**src/rtl/fp_pkg.sv**
```systemverilog
// Shared binary32 definitions for the FP arithmetic unit: format widths,
// sequencer state encoding and the field-unpack helper.
package fp_pkg;

  localparam int FP_W   = 32;
  localparam int EXP_W  = 8;
  localparam int MANT_W = 23;
  localparam int SIG_W  = 24;
  localparam logic [EXP_W-1:0] EXP_MAX = 8'hFE;

  typedef enum logic [2:0] {
    ST_IDLE   = 3'd0,
    ST_SWAP   = 3'd1,
    ST_ALIGN  = 3'd2,
    ST_ARITH  = 3'd3,
    ST_NORM   = 3'd4,
    ST_FINISH = 3'd5
  } fp_seq_state_t;

  typedef struct packed {
    logic              sign;
    logic [EXP_W-1:0]  exp;
    logic [MANT_W-1:0] mant;
  } fp_fields_t;

  function automatic fp_fields_t fp_unpack(input logic [FP_W-1:0] v);
    fp_fields_t f;
    f.sign = v[FP_W-1];
    f.exp  = v[FP_W-2:MANT_W];
    f.mant = v[MANT_W-1:0];
    return f;
  endfunction

endpackage

```
**src/rtl/fp_norm_step.sv**
```systemverilog
// Combinational single-step normaliser: at most one shift of the 25-bit
// significand per call. underflow means "flush the result to +0".
module fp_norm_step
  import fp_pkg::*;
(
  input  logic [SIG_W:0]   sig_in,
  input  logic [EXP_W-1:0] exp_in,
  output logic [SIG_W:0]   sig_nxt,
  output logic [EXP_W-1:0] exp_nxt,
  output logic             finished,
  output logic             overflow,
  output logic             underflow
);

  // priority: carry, zero, already normal, otherwise one left shift
  always_comb begin
    sig_nxt   = sig_in;
    exp_nxt   = exp_in;
    finished  = 1'b0;
    overflow  = 1'b0;
    underflow = 1'b0;
    if (sig_in[SIG_W]) begin
      sig_nxt  = {1'b0, sig_in[SIG_W:1]};
      exp_nxt  = exp_in + 8'd1;
      finished = 1'b1;
      overflow = (exp_in >= EXP_MAX);
    end else if (sig_in == {(SIG_W+1){1'b0}}) begin
      finished  = 1'b1;
      underflow = 1'b1;
    end else if (sig_in[SIG_W-1]) begin
      finished = 1'b1;
    end else begin
      sig_nxt = {sig_in[SIG_W-1:0], 1'b0};
      exp_nxt = exp_in - 8'd1;
      if (exp_in <= 8'd1) begin
        finished  = 1'b1;
        underflow = 1'b1;
      end else begin
        finished = 1'b0;
      end
    end
  end

endmodule

```
**src/rtl/fp_sub_seq.sv**
```systemverilog
// Multi-cycle binary32 subtractor (dataa - datab) with enable/done handshake.
// Alignment and normalisation proceed one bit per clock.
module fp_sub_seq
  import fp_pkg::*;
(
  input  logic            clk,
  input  logic            reset,
  input  logic            enable,
  input  logic [FP_W-1:0] dataa,
  input  logic [FP_W-1:0] datab,
  output logic [FP_W-1:0] result,
  output logic            done
);

  fp_seq_state_t     state_r, state_s;
  logic [FP_W-1:0]   a_r, b_r;
  logic [SIG_W:0]    sig_big_r;
  logic [SIG_W-1:0]  sig_small_r;
  logic [EXP_W-1:0]  exp_r;
  logic              sign_r, sub_r;
  logic [4:0]        d_r;
  logic [FP_W-1:0]   result_r, result_s;
  logic              done_r, done_s;
  fp_fields_t        fb_s, ca_s, cb_s;
  logic              zero_rule_s, a_big_s;
  logic [FP_W-1:0]   zero_res_s;
  logic [EXP_W-1:0]  ediff_s;
  logic [SIG_W:0]    norm_sig_s;
  logic [EXP_W-1:0]  norm_exp_s;
  logic              norm_fin_s, norm_ovf_s, norm_unf_s;

  assign fb_s = fp_unpack(datab);
  assign ca_s = fp_unpack(a_r);
  assign cb_s = fp_unpack(b_r);

  assign zero_rule_s = (dataa[FP_W-2:MANT_W] == 8'd0) || (fb_s.exp == 8'd0);

  // result for operands caught by the zero rule (denormals count as zero)
  always_comb begin
    zero_res_s = 32'h0000_0000;
    if ((dataa[FP_W-2:MANT_W] == 8'd0) && (fb_s.exp == 8'd0)) begin
      zero_res_s = 32'h0000_0000;
    end else if (fb_s.exp == 8'd0) begin
      zero_res_s = dataa;
    end else begin
      zero_res_s = {~fb_s.sign, fb_s.exp, fb_s.mant};
    end
  end

  // on an exact tie b is the big operand, so the difference is never negative
  assign a_big_s = (ca_s.exp > cb_s.exp) ||
                   ((ca_s.exp == cb_s.exp) && (ca_s.mant > cb_s.mant));
  assign ediff_s = a_big_s ? (ca_s.exp - cb_s.exp) : (cb_s.exp - ca_s.exp);

  fp_norm_step u_norm (
    .sig_in    (sig_big_r),
    .exp_in    (exp_r),
    .sig_nxt   (norm_sig_s),
    .exp_nxt   (norm_exp_s),
    .finished  (norm_fin_s),
    .overflow  (norm_ovf_s),
    .underflow (norm_unf_s)
  );

  // state register
  always_ff @(posedge clk) begin
    if (reset) state_r <= ST_IDLE;
    else       state_r <= state_s;
  end

  // next-state logic; a completing NORM step returns straight to IDLE
  always_comb begin
    state_s = state_r;
    case (state_r)
      ST_IDLE: begin
        if (enable) state_s = zero_rule_s ? ST_FINISH : ST_SWAP;
        else        state_s = ST_IDLE;
      end
      ST_SWAP:   state_s = (ediff_s == 8'd0) ? ST_ARITH : ST_ALIGN;
      ST_ALIGN:  state_s = (d_r == 5'd1) ? ST_ARITH : ST_ALIGN;
      ST_ARITH:  state_s = ST_NORM;
      ST_NORM:   state_s = norm_fin_s ? ST_IDLE : ST_NORM;
      ST_FINISH: state_s = ST_IDLE;
      default:   state_s = ST_IDLE;
    endcase
  end

  // completion outputs: pack the normaliser result or forward the preload
  always_comb begin
    done_s   = 1'b0;
    result_s = result_r;
    case (state_r)
      ST_NORM: begin
        if (norm_fin_s) begin
          done_s = 1'b1;
          if (norm_ovf_s)      result_s = {sign_r, 8'hFF, 23'h0};
          else if (norm_unf_s) result_s = 32'h0000_0000;
          else                 result_s = {sign_r, norm_exp_s, norm_sig_s[MANT_W-1:0]};
        end else begin
          done_s = 1'b0;
        end
      end
      ST_FINISH: begin
        done_s   = 1'b1;
        result_s = a_r;
      end
      default: done_s = 1'b0;
    endcase
  end

  // registered outputs
  always_ff @(posedge clk) begin
    if (reset) begin
      done_r   <= 1'b0;
      result_r <= 32'h0000_0000;
    end else begin
      done_r   <= done_s;
      result_r <= result_s;
    end
  end

  // datapath; a_r doubles as the preloaded result on the zero-rule path
  always_ff @(posedge clk) begin
    if (reset) begin
      a_r         <= 32'h0000_0000;
      b_r         <= 32'h0000_0000;
      sig_big_r   <= 25'h0;
      sig_small_r <= 24'h0;
      exp_r       <= 8'h00;
      sign_r      <= 1'b0;
      sub_r       <= 1'b0;
      d_r         <= 5'd0;
    end else begin
      case (state_r)
        ST_IDLE: begin
          if (enable) begin
            a_r <= zero_rule_s ? zero_res_s : dataa;
            b_r <= datab;
          end
        end
        ST_SWAP: begin
          sig_big_r   <= {1'b0, 1'b1, (a_big_s ? ca_s.mant : cb_s.mant)};
          sig_small_r <= {1'b1, (a_big_s ? cb_s.mant : ca_s.mant)};
          exp_r       <= a_big_s ? ca_s.exp : cb_s.exp;
          sign_r      <= a_big_s ? ca_s.sign : ~cb_s.sign;
          sub_r       <= (ca_s.sign == cb_s.sign);
          d_r         <= (ediff_s >= 8'd25) ? 5'd25 : ediff_s[4:0];
        end
        ST_ALIGN: begin
          sig_small_r <= {1'b0, sig_small_r[SIG_W-1:1]};
          d_r         <= d_r - 5'd1;
        end
        ST_ARITH: begin
          sig_big_r <= sub_r ? (sig_big_r - {1'b0, sig_small_r})
                             : (sig_big_r + {1'b0, sig_small_r});
        end
        ST_NORM: begin
          sig_big_r <= norm_sig_s;
          exp_r     <= norm_exp_s;
        end
        default: ;
      endcase
    end
  end

  assign result = result_r;
  assign done   = done_r;

endmodule

```
**config.mk**
```make
export PLATFORM = sky130hd
export DESIGN_NAME = fp_sub_seq
export DESIGN_NICKNAME = d
export VERILOG_FILES = /design/src/rtl/fp_pkg.sv /design/src/rtl/fp_norm_step.sv /design/src/rtl/fp_sub_seq.sv
export SDC_FILE = /design/constraint.sdc
export NUM_CORES = 1
export LEC_CHECK = 0
export ABC_CLOCK_PERIOD_IN_PS = 4150
export BUFFER_PORTS_ARGS = -buffer_cell sky130_fd_sc_hd__buf_2
export CORE_AREA = 2 2 224 160
export DETAILED_ROUTE_END_ITERATION = 7
export DIE_AREA = 0 0 226 162
export PLACE_DENSITY = 0.52
export SYNTH_ARGS = -nofsm -noshare
export SYNTH_HDL_FRONTEND = slang
export SYNTH_SLANG_ARGS = --single-unit
```
**constraint.sdc**
```tcl
create_clock -name clk -period 4.15 [get_ports clk]
set_input_delay 0.415 -clock clk [delete_from_list [all_inputs] [get_ports clk]]
set_output_delay 0.415 -clock clk [all_outputs]
set_load 0.03 [all_outputs]
```
* Word level (Yosys, flattened, before mapping) *
Index checks and enable logic that the tools add are counted.

word-level totals
  flip-flop bits (word level) = 164
  output and inout port bits = 33
  logic and storage cells = 92

cells by class
  add/sub/neg operators = 7
  magnitude comparators = 5
  equality and inequality tests = 10
  mux-type cells = 40
  bitwise gates (word level) = 2
  reductions and logical operators = 16

operators with widths
  cell                                                                    number
  32-bit two-way mux                                                      6
  25-bit two-way mux                                                      3
  25-bit one-hot mux with 3 select lines                                  1
  32-bit one-hot mux with 2 select lines                                  1
  24-bit one-hot mux with 2 select lines                                  1
  23-bit two-way mux                                                      2
  8-bit two-way mux                                                       5
  25-bit by 24-bit adder with 25-bit output                               1
  25-bit zero test                                                        1
  25-bit by 24-bit subtractor with 25-bit output                          1
  8-bit zero test                                                         3
  24-bit two-way mux                                                      1
  23-bit greater-than comparator                                          1
  8-bit one-hot mux with 2 select lines                                   1
  8-bit subtractor                                                        2
  3-bit one-hot mux with 5 select lines                                   1
  1-bit two-way mux                                                       12
  5-bit one-hot mux with 2 select lines                                   1
  3-bit two-way mux                                                       3
  8-bit by 1-bit adder with 8-bit output (second input constant)          1
  8-bit == test                                                           1
  8-bit by 5-bit >= comparator with 1-bit output (second input constant)  1
  8-bit >= comparator (second input constant)                             1
  8-bit greater-than comparator                                           1
  other kinds (19)                                                        28

* Longest topological paths before layout *
  depth after elaboration = 9
  mapped depth = 16

* Cells and area by module *
A second synthesis with hierarchy kept.

unflattened totals
  cell total of the unflattened synthesis = 1604
  area total of the unflattened synthesis = 11896.4 um^2

modules (own cells, without submodules)
  module        times used  cells an instance  area an instance (um^2)  sequential area each (um^2)
  fp_sub_seq    1           1406               10649.0                  3283.1
  fp_norm_step  1           198                1247.4                   0.0

* Worst setup path after synthesis *
Ideal clock, no wire load.

  kind = reg-to-reg
  start point = reg sig_small_r[2]
  end point = reg sig_big_r[24]
  setup time = 0.074 ns
  data arrival time = 3.872 ns
  setup slack = 0.204 ns
  stages on the path, launching flop included = 16
  path buffers = 0
  cell sequence = dfxtp_1 or3_1 or4_1 nor4_1 nand2b_1 nor3_1 nor2_1 xnor2_1 ha_1 a21o_1 a21oi_1 o21ai_0 o31ai_1 mux2i_1 or4_1 a31oi_1

on the way
  longest elaborated chain between the ends = 3

RTL lines
  element                                                                                                             RTL line                              source
  start, declared                                                                                                     fp_sub_seq.sv:18                      logic [SIG_W-1:0] sig_small_r;
  start signal, assigned                                                                                              fp_sub_seq.sv:143                     sig_small_r <= {1'b1, (a_big_s ? cb_s.mant : ca_s.mant)};
  start signal, assigned                                                                                              fp_sub_seq.sv:150                     sig_small_r <= {1'b0, sig_small_r[SIG_W-1:1]};
  25-bit by 24-bit adder with 25-bit output / 25-bit by 24-bit subtractor with 25-bit output (equally long branches)  fp_sub_seq.sv:155, fp_sub_seq.sv:154
  25-bit two-way mux (*)                                                                                              fp_sub_seq.sv:154                     sig_big_r <= sub_r ? (sig_big_r - {1'b0, sig_small_r})
  25-bit one-hot mux with 3 select lines (*)                                                                          fp_sub_seq.sv:134                     case (state_r)
  end signal, assigned                                                                                                fp_sub_seq.sv:142                     sig_big_r <= {1'b0, 1'b1, (a_big_s ? ca_s.mant : cb_s.mant)};
  end signal, assigned                                                                                                fp_sub_seq.sv:154
  end signal, assigned                                                                                                fp_sub_seq.sv:158                     sig_big_r <= norm_sig_s;
  end, declared                                                                                                       fp_sub_seq.sv:17                      logic [SIG_W:0] sig_big_r;

Every way passes the cells marked *; elsewhere a longest branch is shown, timed or not.
A chain may end at the register's enable or synchronous reset.

* Worst setup path after layout *
Ends and elaborated chain as after synthesis.

==> impl_metrics.env <==
export IMPL_run_status="complete, no violations"
export IMPL_setup_viol=0
export IMPL_crit_path_end_kind="flip-flop"
export IMPL_diodes=0
export IMPL_die_w_um=226
export IMPL_worstMarginPinSlew_ps=781
export IMPL_grt_pass1_vias=11000
export IMPL_met3_usage_pct=5.50
export IMPL_antenna_left=0
export IMPL_dieArea_um2=36600
export IMPL_cts_buffers=17
export IMPL_routed_wl_mm=43.7
export IMPL_synthTopCellsByArea="dfxtp_1 28%, a21oi_1 8.7%, ha_1 7.4%"
export IMPL_layout_setup_ws_ps=173
export IMPL_synth_flop_cell="dfxtp_1"
export IMPL_top_usage_layer="met1"
export IMPL_grt_ovfl_total=0
export IMPL_grt_use_met1_pct=38.0
export IMPL_r2r_end="sig_big_r[24]"
export IMPL_core_area_um2=34300
export IMPL_htreeDepth=4
export IMPL_final_area_um2=13400
export IMPL_clk_path_buf_depth=2
export IMPL_finalCriticalPeriod_ps=3980
export IMPL_vias=12200
export IMPL_cts_reportedPaths_clkPinSlew_ps=80
export IMPL_antenna_found_initial=0
export IMPL_fin_cells=2120
export IMPL_crit_fanout=3
export IMPL_reg2reg_depth=16
export IMPL_synth_top_cell_by_area="dfxtp_1"
export IMPL_hold_viol=0
export IMPL_dp_hpwl_mm=33.3
export IMPL_synthArstFlopShare_pct=0
export IMPL_synthesis_area_um2=11600
export IMPL_hold_path_endpoint="b_r[31]"
export IMPL_cts_setup_buffers=0
export IMPL_p_per_area_nw_per_um2=487
export IMPL_critical_path_arrival_ps=4350
export IMPL_min_from="datab[31]"
export IMPL_synth_top_area_share_pct=28.3
export IMPL_cp_required_ps=4520
export IMPL_dp_cells=2088
export IMPL_hold_depth=3
export IMPL_placed_cell_area_um2=12800
export IMPL_ir_worst_vdd_uv=315
export IMPL_grt_pass1_wl_mm=66.6
export IMPL_netlist_cell_type_count=81
export IMPL_wl_per_cell_um=20.6
export IMPL_fin_tns_setup_ps=0
export IMPL_ys_ff_latch=164
export IMPL_cts_tree="yes"
export IMPL_start_kind="flip-flop"
export IMPL_slew_headroom_pct=47.9
export IMPL_hold_class="primary input to flip-flop"
export IMPL_timing_max_cap_violations=0
export IMPL_die_h_um=162
export IMPL_worstSetupPathType="flip-flop to flip-flop"
export IMPL_finClkSkew_ps=20.9
export IMPL_synth_edf_count=0
export IMPL_synth_nets=1699
export IMPL_drive_gt1_share_pct=15.3
export IMPL_cts_root_buf="clkbuf_16"
export IMPL_syn_avg_cell_area_um2=7.43
export IMPL_final_cell_mix="201 x a21oi_1, 183 x nand2_1, 164 x dfxtp_1, 156 x nor2_1, 98 x buf_2"
export IMPL_post_place_ws_ps=22.4
export IMPL_final_common_cell="a21oi_1"
export IMPL_area_delta_synth_final_pct=15.5
export IMPL_fin_crit_sh_pct=95.8
export IMPL_nNetsFinal=1774
export IMPL_ctsHoldBuffers=0
export IMPL_grt_usage_pct=23.7
export IMPL_leakage_uw=0.00527
export IMPL_gr_usage_met2_pct=31.0
export IMPL_first_pass_iters=6
export IMPL_grt_max_degree=66
export IMPL_clk_latency_ps=460
export IMPL_rows=57
export IMPL_nFillCells=3550
export IMPL_drcViolationCount=0
export IMPL_r2r_start="sig_small_r[2]"
export IMPL_drv_slew=0
export IMPL_yosys_warnings=0
export IMPL_reg2reg_slack_ps=170
export IMPL_fmax_mhz=251
export IMPL_yosysSeqAreaShare_pct=28.3
export IMPL_vias_per_cell=5.75
export IMPL_pin_count=100
export IMPL_gp_congestion=0.906
export IMPL_postSynthCellCount=1560
export IMPL_start_util_pct=33.8
export IMPL_clock_sinks=164
export IMPL_drtIter0Drc=1218
export IMPL_portBuffers=99
-- state kept, by name (all words and copies together) (netlist names) --
| register | count |
|---|---|
| b_r | 32 |
| sig_small_r | 24 |
| exp_r | 8 |
| state_r | 3 |
| d_r | 5 |
| done | 1 |
| a_r | 32 |
| sub_r | 1 |
| sign_r | 1 |
| result | 32 |
| sig_big_r | 25 |
-- metrics by stage --
stage	utilization, %	power [uW]	hold slack [ps]
6_report	39.1	6530	213
2_1_floorplan	-	3940	436
3_5_place_dp	37.2	4820	448
5_1_grt	39.1	6920	212
4_1_cts	38.9	6450	202
3_3_place_gp	37.2	4800	439
-- layer usage --
layer / up-vias / routed length, um
met5: - / 0
met4: 0 / 561
met3: 36 / 4240
met2: 512 / 16700
met1: 5823 / 22200
li1: 5819 / -
-- cells in the mapped netlist, drive strengths merged (6+ instances only) --
cell type	number
a211oi	30
a21o	14
a21oi	201
a221o	14
a221oi	16
a22oi	41
a31oi	12
and2	13
and3	11
buf	23
clkbuf	80
dfxtp	164
ha	69
inv	70
mux2	31
mux2i	22
nand2	184
nand2b	14
nand3	37
nand3b	10
nand4	13
nor2	159
nor2b	8
nor3	41
nor4	20
o2111ai	6
o211ai	7
o21a	10
o21ai	93
o221ai	6
o22ai	10
or2	7
or3	9
xnor2	34
xor2	9
-- how the worst max path moves through the flow --
stage / startpoint / to / slack [ps]
after global placement: sig_small_r[2] / sig_big_r[24] / 40
after CTS: sig_small_r[2] / sig_big_r[24] / 100
after detailed placement: sig_small_r[2] / sig_big_r[24] / 20
final: sig_small_r[2] / sig_big_r[24] / 170
after global routing: sig_small_r[2] / sig_big_r[23] / -10
after floorplan: sig_small_r[2] / sig_big_r[24] / 200
-- cell type report --
class / count / area [um2] / area share, %
multi-input cells: 1223 / 7710 / 57.5
flip-flops and latches: 164 / 3280 / 24.5
repair buffers: 159 / 961 / 7.17
well taps: 472 / 591 / 4.41
clock buffers: 17 / 425 / 3.17
inverters: 70 / 263 / 1.96
clock inverters: 15 / 166 / 1.24
-- report_power, final --
group | leakage, uW | total [uW] | internal (uW) | switching [uW]
combinational | 0.00364 | 3060 | 1230 | 1830
clock | 0.000287 | 1610 | 807 | 805
sequential | 0.00134 | 1860 | 1680 | 179
-- worst max-delay path: stages (launching register included) --
cell and delay (ps):
dfxtp_1 310, or3_1 390, or4_4 450, nor4_4 170
nand2b_1 150, nor3_2 230, buf_4 150, and2_1 170
nor2_1 70, xnor2_1 140, ha_1 200, or3_1 360
o31ai_2 270, buf_4 170, mux2i_1 90, or4_1 470
a31oi_1 140
-- cell families after synthesis --
family	count (synthesis)	share of synthesized area [%]
AO/OA/AOI/OAI	514	28.3
XOR/XNOR	43	3.25
adder cells (fa/ha/maj)	72	7.96
buffers and inverters	173	5.83
flip-flops	164	28.3
multiplexers	54	5.10
AND/OR/NAND/NOR	540	21.3
-- repair_timing --
item | in CTS | in global routing
cloned | 0 | 0
gates resized for setup | 2 | 9
endpoints found under the setup margin | 1 | 6
pin swaps | 0 | 2
Note: power is estimated with default switching activity, not from simulation.
